`src/rtl/b11_req_sched.sv`:
```
// ---------------------------------------------------------------------------
// b11_req_sched
//   Round-robin scheduler that shares one b11-style character-transform
//   engine between four requesters. It arbitrates among pending requests,
//   presents the winner's 6-bit symbol to the engine with a strobe, and
//   waits for the engine's done pulse or a timeout. It then returns the
//   result tagged with the requester ID.
//
// Parameters
//   NREQ     number of requesters (fixed at 4; pointer and ID are 2 bits)
//   STB_CYC  cycles eng_stbi is held high per transaction (1..15)
//   TIMEOUT  maximum WAIT cycles before an error response (2..255)
//
// Ports
//   clock      in   system clock, rising edge
//   reset      in   asynchronous active-high reset
//   req        in   per-requester request level, held until matching gnt
//   req_data   in   symbols, requester i uses bits [6i+5:6i]
//   gnt        out  one-hot, one-cycle grant pulse
//   eng_x_in   out  symbol to engine (0 while idle)
//   eng_stbi   out  engine strobe
//   eng_x_out  in   engine result, valid while eng_done is high
//   eng_done   in   one-cycle engine completion pulse
//   rsp_valid  out  one-cycle response pulse
//   rsp_id     out  requester ID of the response
//   rsp_data   out  result (0 on timeout), held until the next response
//   rsp_err    out  set with rsp_valid when the transaction timed out
//   busy       out  high in every state except IDLE
// ---------------------------------------------------------------------------
module b11_req_sched #(
  parameter int unsigned NREQ    = 4,
  parameter int unsigned STB_CYC = 2,
  parameter int unsigned TIMEOUT = 64
) (
  input  logic                clock,
  input  logic                reset,
  input  logic [NREQ-1:0]     req,
  input  logic [6*NREQ-1:0]   req_data,
  output logic [NREQ-1:0]     gnt,
  output logic [5:0]          eng_x_in,
  output logic                eng_stbi,
  input  logic [5:0]          eng_x_out,
  input  logic                eng_done,
  output logic                rsp_valid,
  output logic [1:0]          rsp_id,
  output logic [5:0]          rsp_data,
  output logic                rsp_err,
  output logic                busy
);

  typedef enum logic [1:0] {
    S_IDLE,
    S_LOAD,
    S_WAIT,
    S_RESP
  } state_t;

  // State and bookkeeping registers
  state_t          r_state,     w_state_nxt;
  logic [1:0]      r_rr_ptr,    w_rr_ptr_nxt;
  logic [7:0]      r_cnt,       w_cnt_nxt;
  logic [1:0]      r_id,        w_id_nxt;

  // Registered outputs
  logic [NREQ-1:0] r_gnt,       w_gnt_nxt;
  logic [5:0]      r_x_in,      w_x_in_nxt;
  logic            r_stbi,      w_stbi_nxt;
  logic            r_rsp_valid, w_rsp_valid_nxt;
  logic [1:0]      r_rsp_id,    w_rsp_id_nxt;
  logic [5:0]      r_rsp_data,  w_rsp_data_nxt;
  logic            r_rsp_err,   w_rsp_err_nxt;
  logic            r_busy,      w_busy_nxt;

  // Arbiter results
  logic            w_arb_hit;
  logic [1:0]      w_arb_id;
  logic [1:0]      w_arb_idx;

  // Round-robin pick: first set request scanning rr_ptr, rr_ptr+1, ...
  // The 2-bit index wraps naturally modulo 4.
  always_comb begin
    w_arb_hit = 1'b0;
    w_arb_id  = '0;
    w_arb_idx = '0;
    for (int unsigned k = 0; k < 4; k++) begin
      w_arb_idx = r_rr_ptr + 2'(k);
      if (!w_arb_hit && req[w_arb_idx]) begin
        w_arb_hit = 1'b1;
        w_arb_id  = w_arb_idx;
      end
    end
  end

  // Next-state and next-output logic
  always_comb begin
    w_state_nxt     = r_state;
    w_rr_ptr_nxt    = r_rr_ptr;
    w_cnt_nxt       = r_cnt;
    w_id_nxt        = r_id;
    w_gnt_nxt       = '0;
    w_x_in_nxt      = r_x_in;
    w_stbi_nxt      = r_stbi;
    w_rsp_valid_nxt = 1'b0;
    w_rsp_id_nxt    = r_rsp_id;
    w_rsp_data_nxt  = r_rsp_data;
    w_rsp_err_nxt   = r_rsp_err;
    w_busy_nxt      = r_busy;

    unique case (r_state)
      S_IDLE: begin
        if (w_arb_hit) begin
          w_id_nxt            = w_arb_id;
          w_gnt_nxt[w_arb_id] = 1'b1;
          w_x_in_nxt          = req_data[6*w_arb_id +: 6];
          w_stbi_nxt          = 1'b1;
          w_cnt_nxt           = '0;
          w_busy_nxt          = 1'b1;
          w_state_nxt         = S_LOAD;
        end
      end

      // The first LOAD cycle counts toward STB_CYC; eng_done is ignored here.
      S_LOAD: begin
        if (r_cnt == 8'(STB_CYC - 1)) begin
          w_stbi_nxt  = 1'b0;
          w_cnt_nxt   = '0;
          w_state_nxt = S_WAIT;
        end else begin
          w_cnt_nxt = r_cnt + 8'd1;
        end
      end

      // eng_done is tested before the timeout so a coincident done wins.
      S_WAIT: begin
        w_cnt_nxt = r_cnt + 8'd1;
        if (eng_done) begin
          w_rsp_data_nxt  = eng_x_out;
          w_rsp_err_nxt   = 1'b0;
          w_rsp_valid_nxt = 1'b1;
          w_rsp_id_nxt    = r_id;
          w_x_in_nxt      = '0;
          w_state_nxt     = S_RESP;
        end else if (r_cnt == 8'(TIMEOUT - 1)) begin
          w_rsp_data_nxt  = '0;
          w_rsp_err_nxt   = 1'b1;
          w_rsp_valid_nxt = 1'b1;
          w_rsp_id_nxt    = r_id;
          w_x_in_nxt      = '0;
          w_state_nxt     = S_RESP;
        end
      end

      // The served ID becomes lowest priority for the next arbitration.
      S_RESP: begin
        w_rr_ptr_nxt = r_id + 2'd1;
        w_busy_nxt   = 1'b0;
        w_state_nxt  = S_IDLE;
      end

      default: begin
        w_state_nxt = S_IDLE;
      end
    endcase
  end

  always_ff @(posedge clock or posedge reset) begin
    if (reset) begin
      r_state     <= S_IDLE;
      r_rr_ptr    <= '0;
      r_cnt       <= '0;
      r_id        <= '0;
      r_gnt       <= '0;
      r_x_in      <= '0;
      r_stbi      <= 1'b0;
      r_rsp_valid <= 1'b0;
      r_rsp_id    <= '0;
      r_rsp_data  <= '0;
      r_rsp_err   <= 1'b0;
      r_busy      <= 1'b0;
    end else begin
      r_state     <= w_state_nxt;
      r_rr_ptr    <= w_rr_ptr_nxt;
      r_cnt       <= w_cnt_nxt;
      r_id        <= w_id_nxt;
      r_gnt       <= w_gnt_nxt;
      r_x_in      <= w_x_in_nxt;
      r_stbi      <= w_stbi_nxt;
      r_rsp_valid <= w_rsp_valid_nxt;
      r_rsp_id    <= w_rsp_id_nxt;
      r_rsp_data  <= w_rsp_data_nxt;
      r_rsp_err   <= w_rsp_err_nxt;
      r_busy      <= w_busy_nxt;
    end
  end

  assign gnt       = r_gnt;
  assign eng_x_in  = r_x_in;
  assign eng_stbi  = r_stbi;
  assign rsp_valid = r_rsp_valid;
  assign rsp_id    = r_rsp_id;
  assign rsp_data  = r_rsp_data;
  assign rsp_err   = r_rsp_err;
  assign busy      = r_busy;

endmodule
```
`config.mk`:
```
export PLATFORM = sky130hd
export DESIGN_NAME = b11_req_sched
export DESIGN_NICKNAME = d
export VERILOG_FILES = /design/src/rtl/b11_req_sched.sv
export SDC_FILE = /design/constraint.sdc
export NUM_CORES = 1
export LEC_CHECK = 0
export CAP_MARGIN = 15
export CORE_ASPECT_RATIO = 1.5
export CORE_MARGIN = 2
export CORE_UTILIZATION = 46
export DETAILED_ROUTE_END_ITERATION = 7
export PLACE_DENSITY = 0.84
export SLEW_MARGIN = 10
export SYNTH_ARGS = -nofsm -noshare
export SYNTH_HDL_FRONTEND = slang
export SYNTH_SLANG_ARGS = --single-unit
```
`constraint.sdc`:
```
create_clock -name clock -period 2.2 [get_ports clock]
set_clock_uncertainty 0.1 [all_clocks]
set_input_delay 0.33 -clock clock [delete_from_list [all_inputs] [get_ports clock]]
set_output_delay 0.33 -clock clock [all_outputs]
set_load 0.02 [all_outputs]
```
# After elaboration in Yosys (flattened, before gate mapping)
# Cells that the tools add are included.
# totals
regBits,36
latch_bits,0
ramBits,0
romBits,0
in_bits,37
output_inout_bits,22
elab_cells,97
n_memories,0
# classes
addsub,5
n_mul,1
div_mod_pow,0
order_cmp,6
eq_ne,8
shifts,1
mux,44
bitwise,0
reduce_logical,20
# ops
cell,n
6-bit 2-to-1 mux,4
8-bit one-hot mux with 3 select lines,1
24-bit by 6-bit variable part select with 6-bit output,1
2-bit 2-to-1 mux,10
1-bit 2-to-1 mux,16
8-bit 2-to-1 mux,2
"2-bit by 3-bit less-than comparator with 1-bit output, second input constant",5
6-bit one-hot mux with 2 select lines,1
3-bit AND reduction,3
"8-bit by 1-bit adder with 8-bit output, second input constant",1
1-bit binary-select mux with 2-bit select,4
"8-bit by 1-bit == test with 1-bit output, second input constant",1
"8-bit by 6-bit == test with 1-bit output, second input constant",1
4-bit 2-to-1 mux,2
2-bit one-hot mux with 4 select lines,1
2-bit AND reduction,4
2-bit nonzero test,4
"2-bit by 1-bit adder with 2-bit output, second input constant",2
"2-bit adder, second input constant",2
"2-bit == test, second input constant",2
1-bit logical AND,4
"2-bit by 2-bit multiplier with 4-bit output, first input constant",1
"2-bit inequality test, second input constant",2
1-bit one-hot mux with 2 select lines,2
other kinds (7),9

# Depth between registers and ports, before layout
# depth
word_depth,18
depth_mapped,7
depth_no_buf,7

# Worst setup path before layout
# OpenSTA, ideal clock, no wires.
# synth_timing
kind,reg2reg
from,register r_cnt[0]
to,"register r_rsp_id[1], in the netlist rsp_id[1]"
setup_time_ps,128
arrival_time_ps,1735
path_slack_ps,237
stages_incl_launch_ff,7
path_cell_list,dfrtp_1 -> ha_1 -> and3_1 -> a41oi_1 -> nand2b_1 -> buf_2 -> mux2_1
# synth_between
elab_chain_len,3
# synth_rtl
item,line,rtl
from (decl),61,"logic [7:0] r_cnt, w_cnt_nxt;"
from (signal assigned),183,r_cnt <= w_cnt_nxt;
8-bit by 6-bit == test with 1-bit output,143,end else if (r_cnt == 8'(TIMEOUT - 1)) begin
2-bit nonzero test (no line),n/a,
2-bit AND reduction (no line),n/a,
to (signal assigned),189,r_rsp_id <= w_rsp_id_nxt;
to (decl),69,"logic [1:0] r_rsp_id, w_rsp_id_nxt;"
# No other way between the ends.
# A chain may end at the register's enable or synchronous reset.

# Final worst setup path
# Ends and elaborated chain as after synthesis.

==> metrics.txt <==
critical path class=reg -> reg; DR WL/cell=14.31 um; R2R Setup Slk=between 150 and 200 ps; vias in the first global route=~1,500; post-route ant nets=0; maximum clock rate=approximately 500 MHz; Post-Syn Instances=around 180; reg2reg start=r_cnt[0]; Final setup viols=0; Crit. Startpoint=r_cnt[0]; Max IR drop VDD=roughly 0.9 mV; post-synthesis cell area=between 1500 and 2000 sq um; synth warn=0; Cell variety after synth=46; Power per Cell Area=1215 nW/um^2; relative slew slack=0.6367; result of the run=finished, final reports clean; Die W=around 56 um; Worst EP required=2260 ps; first-pass GRT wire length=a little under 7000 um; post-route cell area=between 2000 and 3000 sq um; Hold-fix buffers, CTS=0; GP Congestion=~0.82; Pleak=1.223 nW; drt via density=5.366; Data arrival, critical path=2080 ps; input/output buffers=58; NumNets Final=293; post-synthesis sequential area ratio=0.4871; worst slew pin tran=roughly 540 ps; combinational family with the most area after synthesis=simple AND/OR/NAND/NOR gates; Post-CTS Setup Inserts=0; part of the cycle the worst path needs=0.9193; RSZ-0062 raised after global routing=no; DRC errors left=0; fraction of registers with async set or reset after synthesis=1.000; cells on worst reg2reg path=5; Tmin final=just over 2000 ps; worst flop-to-flop path endpoint=rsp_id[1]; CP endpoint=rsp_id[1]; critical path endpoint category=register; Compound-Gate Fraction of Synth Area=0.1495; Adder-Cell Fraction of Synth Area=0.04060; register bit total from synthesis=36; Std-Cell Core Area=approximately 4000 sq um; XOR/XNOR share of the synthesized area=0.004736; Hold Worst Slack=around 350 ps; Startpoint Class=register; Total GRT Usage=0.1954; Die Height=a little over 80 um; TritonCTS buffer count=5; Slew Viols, Final=0; syn nets=between 200 and 250; max_cap viols=0; HPWL after DPL=around 3200 um; DR vias=approximately 1,600; layout cells sized above 1=0.1000; Fillers=~310; 1st-pass router iterations=4; CTS tree=yes; syn avg cell area=between 10 and 15 sq um; H-tree depth=2; # rows=28; die area=approximately 4600 sq um; EDFF count, synth=0; post-synthesis simple-gate area fraction=0.1874; largest net degree at the start of global routing=37; total negative slack=0 ps; placed inst area=between 2000 and 3000 sq um; CTS Sinks=36; initial DRC count=25; Tot Pwr=between 0.003 and 0.004 W; Clock Latency Late Sink=between 200 and 300 ps; root buf cell=clkbuf_8; CTS clock-pin slew for the worst setup and hold paths=about 70 ps; Ports=59; ANT cells=0; worst hold path type=in -> async; Crit Path Max Fanout=5; top_reg_cell synth=dfrtp_1; final core utilization=0.6773; grt total ovfl=0; starting density of the core=0.4755; mux share of post-synthesis cell area=0.09472; antenna violations before repair=0; Max Buffers Root-to-Sink=2; Final Hold Vio Count=0; Area growth, synth to finish=42.42%; Total Wirelength=4221 um; CTS resizes=0
## cells by family (layout without fill, tap and decap cells)
kind of cell	Yosys count	in the layout
XOR/XNOR	1	1
adder cells (fa/ha/maj)	6	6
AO/OA/AOI/OAI	38	38
buffers and inverters	14	83
flip-flops	36	36
multiplexers	17	17
AND/OR/NAND/NOR	69	69
## flip-flops by register name (all words and copies together) (netlist names)
register and cells:
eng_stbi 1, r_rr_ptr 2, rsp_err 1, eng_x_in 6, rsp_id 2, rsp_data 6, r_id 2, busy 1
r_state 2, rsp_valid 1, gnt 4, r_cnt 8
## layout by cell type, fill, tap and decap left out, types with 2 or more instances in the layout
cell type and n:
inv_1 7, o221ai_1 6, nand2_1 27, a22o_1 2
o21ai_0 4, nor2_1 11, buf_4 9, a21oi_1 6
o21ai_1 6, mux2_1 3, and3_1 2, nand2b_1 3
nor3_1 3, mux2i_1 13, clkbuf_8 7, ha_1 6
a21o_1 4, nand3_1 9, nor2b_1 3, dfrtp_1 36
clkdlybuf4s50_1 58
## power breakdown
group	internal, W	leakage, nW	total [W]	switching (W)
Clock	0.000279	0.0503	0.000498	0.000219
Sequential	0.000889	0.465	0.00105	0.000157
Combinational	0.000777	0.708	0.00166	0.000878
## layout make-up
cell class / count / area (sq um) / area share
flip-flops and latches: 36 / 900.9 / 0.3420
multi-input cells: 131 / 882.1 / 0.3349
repair buffers: 68 / 668.1 / 0.2537
clock buffers: 7 / 96.34 / 0.03658
well taps: 45 / 56.30 / 0.02138
inverters: 8 / 30.03 / 0.01140
## through the flow
| step | setup slack, ps | cells |
|---|---|---|
| after CTS | 172.4 | 295 |
| after floorplan | 237.3 | 181 |
| after global placement | 79.23 | 288 |
| after global routing | 39.89 | 295 |
| final | 177.6 | 295 |
| after detailed placement | 15.88 | 288 |
## routing by layer
layer | routed length (um) | part of all wire | track usage
met5 | 0 | 0 | 0
met3 | 180 | 0.043 | 0.05354
met4 | 114 | 0.027 | 0.09512
met1 | 1621 | 0.38 | 0.2246
met2 | 2305 | 0.55 | 0.3369
## worst max-delay path: stages (launching register included)
cell      delay [ps]
dfrtp_1          430
ha_1             240
and3_1           220
a41oi_1          360
nand2b_1         220
mux2_1           340
## cells in the mapped netlist (all sizes together), types with 3 or more instances
cell,count,area share
o21ai,11,0.032
nand2b,3,0.010
nor2,11,0.022
buf,4,0.016
o221ai,6,0.028
inv,8,0.016
mux2,4,0.024
dfrtp,36,0.49
nor3,4,0.014
a21oi,6,0.016
mux2i,13,0.070
nand3,9,0.024
nor2b,4,0.015
a21o,4,0.016
ha,6,0.041
nand2,27,0.055
## worst min-delay path by stage
stage                     slack (ps)     endpoint  cells past startpoint
after global routing             400  eng_x_in[3]                      3
after CTS                        370    rsp_valid                      3
after global placement           350  rsp_data[1]                      2
after floorplan                  370     r_cnt[7]                      1
after detailed placement         360  rsp_data[5]                      2
final                            350  eng_x_in[3]                      3
No activity file was read; power rests on OpenSTA's default activity.
